--- src/rtl/idli_serial_alu_m.sv ---
// Slice-serial ALU: DATA_W operand processed SLICE_W bits per accepted beat, LSB slice first.
// Optional overflow/negative flags are built when IDLI_SALU_FLAGS_EN is defined.

module idli_salu_bit_m (
  input  logic [1:0] op,
  input  logic       a,
  input  logic       b,
  input  logic       ci,
  output logic       d,
  output logic       co
);
  always_comb begin
    d  = a ^ b ^ ci;
    co = (a & b) | (a & ci) | (b & ci);
    case (op)
      2'd1: begin d = a & b; co = 1'b0; end
      2'd2: begin d = a | b; co = 1'b0; end
      2'd3: begin d = a ^ b; co = 1'b0; end
      default: ;
    endcase
  end
endmodule

module idli_serial_alu_m #(
  parameter int SLICE_W = 4,
  parameter int DATA_W  = 16
) (
  input  logic               i_salu_gck,
  input  logic               i_salu_rst_n,
  input  logic               i_salu_vld,
  input  logic [1:0]         i_salu_op,
  input  logic               i_salu_rhs_inv,
  input  logic               i_salu_cin,
  input  logic [SLICE_W-1:0] i_salu_lhs,
  input  logic [SLICE_W-1:0] i_salu_rhs,
  output logic               o_salu_vld,
  output logic [SLICE_W-1:0] o_salu_data,
  output logic               o_salu_last,
  output logic               o_salu_cout,
  output logic               o_salu_zero,
  output logic               o_salu_ovf,
  output logic               o_salu_neg
);
  localparam int N_SLICE = DATA_W / SLICE_W;
  localparam int CTR_W   = (N_SLICE > 1) ? $clog2(N_SLICE) : 1;
  localparam int STAGES  = 1;
  localparam logic [CTR_W-1:0] LAST_CTR = CTR_W'(N_SLICE - 1);

  typedef enum logic [1:0] {ALU_ADD = 2'd0, ALU_AND = 2'd1, ALU_OR = 2'd2, ALU_XOR = 2'd3} alu_op_t;
  typedef struct packed {
    alu_op_t op;
    logic    inv;
    logic    cin;
  } salu_ctl_t;

  generate
    if (DATA_W % SLICE_W != 0) begin : g_bad_width
      $error("idli_serial_alu_m: DATA_W must be a multiple of SLICE_W");
    end
  endgenerate

  logic [CTR_W-1:0]   ctr_q;
  logic               carry_q;
  logic               zrun_q;
  salu_ctl_t          ctl_q;
  salu_ctl_t          ctl_in;
  salu_ctl_t          ctl_eff;
  logic [STAGES:1]    vld_pipe;
  logic               first;
  logic               last;
  logic [SLICE_W-1:0] rhs_x;
  logic [SLICE_W-1:0] d;
  logic [SLICE_W:0]   cy;
  logic               zrun_nxt;

  // Slice 0 takes control straight from the ports; later slices replay the latched copy.
  always_comb begin
    ctl_in.op  = alu_op_t'(i_salu_op);
    ctl_in.inv = i_salu_rhs_inv;
    ctl_in.cin = i_salu_cin;
    first      = (ctr_q == '0);
    last       = (ctr_q == LAST_CTR);
    ctl_eff    = first ? ctl_in : ctl_q;
    rhs_x      = i_salu_rhs ^ {SLICE_W{ctl_eff.inv}};
    cy[0]      = first ? ctl_in.cin : carry_q;
  end

  for (genvar i = 0; i < SLICE_W; i++) begin : g_bit
    idli_salu_bit_m u_bit (
      .op (ctl_eff.op),
      .a  (i_salu_lhs[i]),
      .b  (rhs_x[i]),
      .ci (cy[i]),
      .d  (d[i]),
      .co (cy[i+1])
    );
  end

  assign zrun_nxt   = ~|d & (first | zrun_q);
  assign o_salu_vld = vld_pipe[STAGES];

  always_ff @(posedge i_salu_gck or negedge i_salu_rst_n) begin
    if (!i_salu_rst_n) begin
      ctr_q       <= '0;
      carry_q     <= 1'b0;
      zrun_q      <= 1'b1;
      ctl_q       <= '{op: ALU_ADD, inv: 1'b0, cin: 1'b0};
      vld_pipe    <= '0;
      o_salu_data <= '0;
      o_salu_last <= 1'b0;
      o_salu_cout <= 1'b0;
      o_salu_zero <= 1'b0;
    end else begin
      vld_pipe[1] <= i_salu_vld;
      o_salu_last <= i_salu_vld & last;
      if (i_salu_vld) begin
        ctr_q       <= last ? '0 : ctr_q + 1'b1;
        carry_q     <= cy[SLICE_W];
        zrun_q      <= zrun_nxt;
        o_salu_data <= d;
        if (first) ctl_q <= ctl_in;
        if (last) begin
          o_salu_cout <= cy[SLICE_W];
          o_salu_zero <= zrun_nxt;
        end
      end
    end
  end

`ifdef IDLI_SALU_FLAGS_EN
  // Signed overflow from the carries around the MSB of the final slice.
  always_ff @(posedge i_salu_gck or negedge i_salu_rst_n) begin
    if (!i_salu_rst_n) begin
      o_salu_ovf <= 1'b0;
      o_salu_neg <= 1'b0;
    end else if (i_salu_vld && last) begin
      o_salu_ovf <= (ctl_eff.op == ALU_ADD) & (cy[SLICE_W-1] ^ cy[SLICE_W]);
      o_salu_neg <= d[SLICE_W-1];
    end
  end
`else
  assign o_salu_ovf = 1'b0;
  assign o_salu_neg = 1'b0;
`endif

endmodule

--- config.mk ---
export PLATFORM = sky130hd
export DESIGN_NAME = idli_serial_alu_m
export DESIGN_NICKNAME = d
export VERILOG_FILES = /design/src/rtl/idli_serial_alu_m.sv
export SDC_FILE = /design/constraint.sdc
export NUM_CORES = 1
export LEC_CHECK = 0
export CORE_MARGIN = 1.5
export CORE_UTILIZATION = 50
export CTS_CLUSTER_SIZE = 10
export DETAILED_ROUTE_END_ITERATION = 10
export PLACE_DENSITY = 0.89
export SYNTH_ARGS = -nofsm -noshare
export SYNTH_HDL_FRONTEND = slang
export SYNTH_SLANG_ARGS = --single-unit
export TNS_END_PERCENT = 20
--- constraint.sdc ---
create_clock -name i_salu_gck -period 4.75 [get_ports i_salu_gck]
set_input_delay 0.95 -clock i_salu_gck [delete_from_list [all_inputs] [get_ports i_salu_gck]]
set_output_delay 0.95 -clock i_salu_gck [all_outputs]
set_load 0.01 [all_outputs]
==> impl_metrics.csv, run 1 <==
group,metric,value,unit
clock_tree,cts_tree,"built",
finish,diodes,0,
synth,synthDistinctLibCells,42,
synth,yosys.area.top_type,"dfrtp_1",
worst_setup_path,cp_max_fo,5,
die,die_h,51.5,µm
clock_tree,cts_resized,0,
synth,syn_area,1170,µm²
timing,worst_slack,0.682,ns
clock_tree,cts_hold_buf,0,
pwr,powerDensity,585,nW/µm²
drt,first_iter_violations,18,
worst_setup_path,cp.required,4.95,ns
worst_setup_path,crit_buf_inv,1,
drt,wl,2420,µm
finish,instances_no_fill,171,
pwr,total_leakage_power,0.603,nW
clock_tree,insertion_delay,0.28,ns
clock_tree,cts_sinks,15,
timing,worstMarginPinSlew,0.674,ns
clock_tree,cts-root-buf,"clkbuf_4",
outcome,outcome,"completed",
die,die_w,51.5,µm
synth,ys_seq_area_share,32.1,%
timing,period_share,85.6,%
worst_setup_path,slowest_stage,"fa_1",
timing,slew_viol_final,0,
clock_tree,cts_buffers,3,
worst_setup_path,cp_top_family,"adder cells",
finish,syn2layout_area_growth,21.1,%
clock_tree,cts.clk_slew.worst_paths,0.08,ns
die,die_area,2650,µm²
worst_setup_path,path_common_cell,"fa_1",
worst_setup_path,criticalPathCategory,"in -> reg",
global_route,grt-ovfl-total,0,
timing,rsz0062_at_grt,"false",
synth,ys_top_cells_by_area,"dfrtp_1 30%, ha_1 9.6%, fa_1 5.1%",
die,io_pins,25,
finish,drive_gt1_share,11.2,%
die,rows,17,
worst_hold_path,hold_path_class,"reg -> reg",
global_route,antenna_found_initial,0,
synth,yosys_most_used_dff,"dfrtp_1",
pwr,design_power_total,833,µW
global_route,grt_pass1_wl,3960,µm
placed_design,dp.cells,167,
timing,report.final.hold_viol_count,0,
worst_setup_path,max_stage_delay,0.51,ns
synth,yosys_warnings,0,
clock_tree,htree_levels,1,
synth,async_reset_ff_share,100,%
drt,ant_nets,0,
pwr,ir_drop,0.000346,V
timing,period_needed,4.07,ns
synth,ys_top_cells_by_count,"14 x dfrtp_1, 13 x nor2_1, 12 x inv_1",
global_route,grt_pass1_vias,897,
global_route,grt_start_max_net_pins,21,
timing,finalSetupViolations,0,
synth,netlist_instances,121,
synth,synth_top_area_share,29.8,%
die,start_util,53.1,%
placed_design,dp_hpwl,1930,µm
finish,nets,171,
global_route,track_usage,20.2,%
timing,setup_tns,0,ns
placed_design,portBuffers,22,
timing,fmax,0.246,GHz
clock_tree,post_cts_buffers,0,
worst_setup_path,cp_data_arrival_time,4.27,ns
synth,ys_ff_latch,15,
drt,post_drt_via_cell_ratio,5.45,
synth,synth_area_per_cell,9.71,µm²
placed_design,place_ws,0.398,ns
placed_design,gp_congestion,0.819,
job,drv_cap,0,
synth,yosysMostFrequentCell,"dfrtp_1",
die,coreArea,2210,µm²
drt,first_pass_iters,4,
worst_setup_path,startpoint_type,"input port",
drt,drc,0,
worst_setup_path,end_kind,"flip-flop",
synth,synth_edf_count,0,
timing,slew_headroom,54.9,%
timing,skew,0.00481,ns
clock_tree,cts_buffer_depth,2,
drt,wire_per_inst,14.1,µm
drt,route.vias.total,932,
worst_setup_path,path_cells,"clkdlybuf4s50_1 -> mux2i_4 -> xnor2_1 -> ha_1 -> o21a_1 -> fa_1 -> nand2_1 -> fa_1 -> nand2b_1 -> fa_1 -> and3b_1 -> a31oi_1 -> a2111o_1 -> o22ai_1",
==> metrics by stage <==
step                      util, %  instance area, µm²  hold WS, ns
after floorplan                 -                1180        0.456
after global placement       63.1                1400        0.463
after detailed placement     63.1                1400        0.469
after CTS                    64.3                1420        0.497
after global routing         64.3                1420        0.509
final                        64.3                1420        0.490
==> flip-flops by register name (all words and copies together), names as in the netlist <==
signal / cells
carry_q: 1
ctl_q: 3
ctr_q: 2
o_salu_cout: 1
o_salu_data: 4
o_salu_last: 1
o_salu_vld: 1
o_salu_zero: 1
zrun_q: 1
==> cell type report <==
cell class,instances,area [µm²]
fillers,183,790
multi-input cells,89,712
flip-flops and latches,15,377
repair buffers,23,228
inverters,12,45.0
well taps,28,35.0
clock buffers,4,26.3
==> worst register-to-register path, stage by stage, from the launching register on <==
cell,delay [ns]
dfrtp_1,0.41
inv_1,0.08
ha_1,0.24
mux2i_4,0.36
xnor2_1,0.22
ha_1,0.23
o21a_1,0.15
fa_1,0.16
nand2_1,0.06
fa_1,0.35
nand2b_1,0.16
fa_1,0.51
and3b_1,0.16
a31oi_1,0.04
a2111o_1,0.44
o22ai_1,0.14
==> cells in the final DEF, fill, tap and decap left out, types with 4 or more instances in the layout <==
cell type,instances
a21oi_1,4
clkdlybuf4s50_1,22
dfrtp_1,14
ha_1,9
inv_1,12
nand2_1,10
nor2_1,13
xnor2_1,4
==> worst paths after layout <==
| check | from | end | slack (ns) | cells past startpoint |
|---|---|---|---|---|
| setup / recovery | i_salu_rhs_inv | zrun_q | 0.68 | 14 |
| min in group asynchronous | i_salu_rst_n | o_salu_data[3] | 1.06 | 1 |
| max in group asynchronous | i_salu_rst_n | o_salu_vld | 3.26 | 1 |
| hold reg to reg | o_salu_cout | o_salu_cout | 0.49 | 2 |
| hold / removal | o_salu_cout | o_salu_cout | 0.49 | 2 |
| setup reg to reg | ctr_q[0] | zrun_q | 0.96 | 15 |
==> cell families (layout without fill, tap and decap cells) <==
group                      count (synthesis)  in the layout  share of synthesized area, %
DFF                                       15             15                          32.1
adders and majority gates                 12             12                          14.7
buffers and inverters                     18             39                          7.67
muxes                                      7              7                          9.48
xor gates and xnor gates                   4              4                          2.98
other                                      1              2                         0.319
AOI/OAI and AO/OA                         28             28                          17.4
and+or+nand+nor                           36             36                          15.4
==> power by group <==
part	internal [mW]	switching, mW	total (mW)	leakage (nW)
sequential	0.181	0.0402	0.221	0.180
clock	0.0326	0.0379	0.0705	0.0150
combinational	0.264	0.278	0.542	0.408
==> layer usage <==
layer	track usage [%]	vias up	routed length, µm
met3	6.14	2	125
met1	24.1	442	1030
li1	-	458	-
met4	3.51	0	14
met5	0	-	0
met2	35.9	30	1250
Power figures use the tool's default switching activity.
==> run 2: changes to the inputs <==
--- a/config.mk
+++ b/config.mk
@@ -6,10 +6,10 @@
 export NUM_CORES = 1
 export LEC_CHECK = 0
 export CORE_MARGIN = 1.5
-export CORE_UTILIZATION = 50
+export CORE_UTILIZATION = 45
 export CTS_CLUSTER_SIZE = 10
 export DETAILED_ROUTE_END_ITERATION = 10
-export PLACE_DENSITY = 0.89
+export PLACE_DENSITY = 0.85
 export SYNTH_ARGS = -nofsm -noshare
 export SYNTH_HDL_FRONTEND = slang
 export SYNTH_SLANG_ARGS = --single-unit
==> constraint.sdc (replaced) <==
create_clock -name i_salu_gck -period 3.7 [get_ports i_salu_gck]
set_input_delay 0.74 -clock i_salu_gck [delete_from_list [all_inputs] [get_ports i_salu_gck]]
set_output_delay 0.74 -clock i_salu_gck [all_outputs]
set_load 0.01 [all_outputs]
==> run 2 against run 1 <==
Net effect: combinational power up 41%; via count up 2.7%; register-to-register slack worse by 0.81 ns; worst setup slack worse by 0.53 ns; non-clock buffer count up 8; routed wire length up 4.0%; utilization down 3.2 points; largest cell class unchanged; critical path type is now reg -> reg.
==> impl_metrics.csv, run 2 (same netlist as run 1, synthesis figures left out) <==
group,metric,value,unit
drt,drc,0,
pwr,combPwrFrac,67.2,%
timing,report.final.hold_viol_count,0,
clock_tree,cts_buffers,3,
placed_design,dp_hpwl,1990,µm
job,drv_cap,0,
drt,post_drt_via_cell_ratio,5.29,
pwr,clkPwrFrac,7.8,%
finish,layout_commonest_cell,"clkdlybuf4s50_1",
timing,skew,0.00129,ns
drt,wire_per_inst,13.9,µm
placed_design,dp.cells,175,
pwr,total_leakage_power,0.667,nW
die,die_w,54.1,µm
die,die_h,54.1,µm
timing,period_needed,3.55,ns
clock_tree,cts_hold_buf,0,
die,coreArea,2480,µm²
finish,reg.largest.list,"o_salu_data: 4 flops, ctl_q: 3 flops, ctr_q: 2 flops",
pwr,design_power_total,1.13,mW
finish,final_cell_mix,"21 x clkdlybuf4s50_1, 14 x dfrtp_1, 13 x nor2_1",
global_route,grt_pass1_vias,853,
drt,route.vias.total,957,
drt,first_iter_violations,24,
die,io_pins,25,
timing,finalSetupViolations,0,
drt,wl,2510,µm
placed_design,gp_congestion,0.918,
finish,instances_no_fill,181,
timing,slew_viol_final,0,
timing,fmax,0.282,GHz
global_route,antenna_found_initial,0,
finish,largest_register_ffs,4,
finish,drive_gt1_share,19.9,%
finish,stdcell_area,1510,µm²
finish,largest_register,"o_salu_data",
worst_setup_path,cp.required,3.90,ns
placed_design,place_area,1440,µm²
timing,worst_slack,0.154,ns
pwr,switchingPower,480,µW
clock_tree,cts_sinks,15,
finish,diodes,0,
global_route,grt_start_max_net_pins,21,
global_route,track_usage,19.0,%
finish,syn2layout_area_growth,28.9,%
pwr,intPower,654,µW
finish,nets,179,
clock_tree,cts_tree,"built",
placed_design,portBuffers,22,
drt,ant_nets,0,
clock_tree,cts_buffer_depth,2,
clock_tree,cts-root-buf,"clkbuf_4",
pwr,ir_drop,0.000438,V
worst_setup_path,criticalPathCategory,"reg -> reg",
timing,period_share,95.8,%
pwr,powerDensity,749,nW/µm²
worst_setup_path,startpoint_type,"flip-flop",
die,die_area,2930,µm²
clock_tree,htree_levels,1,
worst_hold_path,hold_path_class,"reg -> reg",
pwr,seqPwrFrac,25.0,%
drt,first_pass_iters,4,
clock_tree,insertion_delay,0.27,ns
outcome,outcome,"completed",
timing,slew_headroom,55.3,%
die,start_util,47.4,%
global_route,grt_pass1_wl,3910,µm
pwr,switching_share,42.3,%
global_route,grt-ovfl-total,0,
placed_design,place_ws,-0.306,ns
worst_setup_path,cp_data_arrival_time,3.74,ns
die,rows,18,
timing,worstMarginPinSlew,0.669,ns
clock_tree,cts.clk_slew.worst_paths,0.08,ns
worst_setup_path,end_kind,"flip-flop",
worst_setup_path,cp_max_fo,3,
[run 2: per-stage QoR]
| stage | hold WS [ns] | setup TNS (ns) | utilization, % |
|---|---|---|---|
| global route | 0.490 | -0.00564 | 61.1 |
| global placement | 0.462 | -0.474 | 58.3 |
| CTS | 0.478 | 0 | 59.7 |
| finish | 0.479 | 0 | 61.1 |
| floorplan | 0.444 | 0 | - |
| detailed placement | 0.466 | -0.612 | 58.3 |
[run 2: layer usage]
metal	share of wire (%)	GRT usage (%)
met4	0.84	9.17
met1	49	27.1
met3	3.3	1.39
met2	47	29.3
met5	0	0
[run 2: worst paths after layout]
kind,from,depth (start not counted),endpoint,slack [ns]
max,ctr_q[0],15,zrun_q,0.15
min,zrun_q,2,zrun_q,0.48
max reg2reg,ctr_q[0],15,zrun_q,0.15
min reg2reg,zrun_q,2,zrun_q,0.48
max in group asynchronous,i_salu_rst_n,1,ctl_q[1],2.45
min in group asynchronous,i_salu_rst_n,1,o_salu_data[1],0.85
[run 2: timing repair]
action | CTS | global route
gates cloned | 0 | 0
pin swaps | 0 | 4
setup buffers | 0 | 2
setup endpoints to repair | 2 | 2
gates resized for setup | 1 | 5
[run 2: critical path, stage by stage, from the launching register on]
cell	delay, ns
dfrtp_1	0.41
inv_1	0.08
ha_2	0.22
mux2i_4	0.28
xnor2_2	0.16
ha_2	0.21
o21a_1	0.14
fa_1	0.16
nand2_1	0.06
fa_1	0.37
nand2b_4	0.15
fa_1	0.51
and3b_1	0.16
a31oi_1	0.04
a2111o_1	0.38
o22ai_1	0.13
[run 2: power by group through the flow]
| stage | combinational [mW] | sequential (mW) | clock [mW] |
|---|---|---|---|
| 2_1_floorplan | 0.497 | 0.292 | 0 |
| 3_3_place_gp | 0.709 | 0.282 | 0 |
| 3_5_place_dp | 0.728 | 0.286 | 0 |
| 4_1_cts | 0.740 | 0.284 | 0.0914 |
| 5_1_grt | 0.847 | 0.292 | 0.0986 |
| 6_report | 0.762 | 0.284 | 0.0884 |
[run 2: final cells by class]
| type | instances | area, µm² |
|---|---|---|
| multi-input combinational | 89 | 737 |
| tap | 30 | 37.5 |
| inverter | 12 | 45.0 |
| timing repair buffer | 31 | 290 |
| fill | 214 | 963 |
| sequential | 15 | 377 |
| clock buffer | 3 | 22.5 |
| clock inverter | 1 | 5.00 |
==> run 3: changes to the inputs <==
--- a/config.mk
+++ b/config.mk
@@ -9,6 +9,7 @@
 export CORE_UTILIZATION = 45
 export CTS_CLUSTER_SIZE = 10
 export DETAILED_ROUTE_END_ITERATION = 10
+export GPL_TIMING_DRIVEN = 1
 export PLACE_DENSITY = 0.85
 export SYNTH_ARGS = -nofsm -noshare
 export SYNTH_HDL_FRONTEND = slang
==> results of run 3 <==
No change in the layout: final DEF, timing and power equal those of run 2.
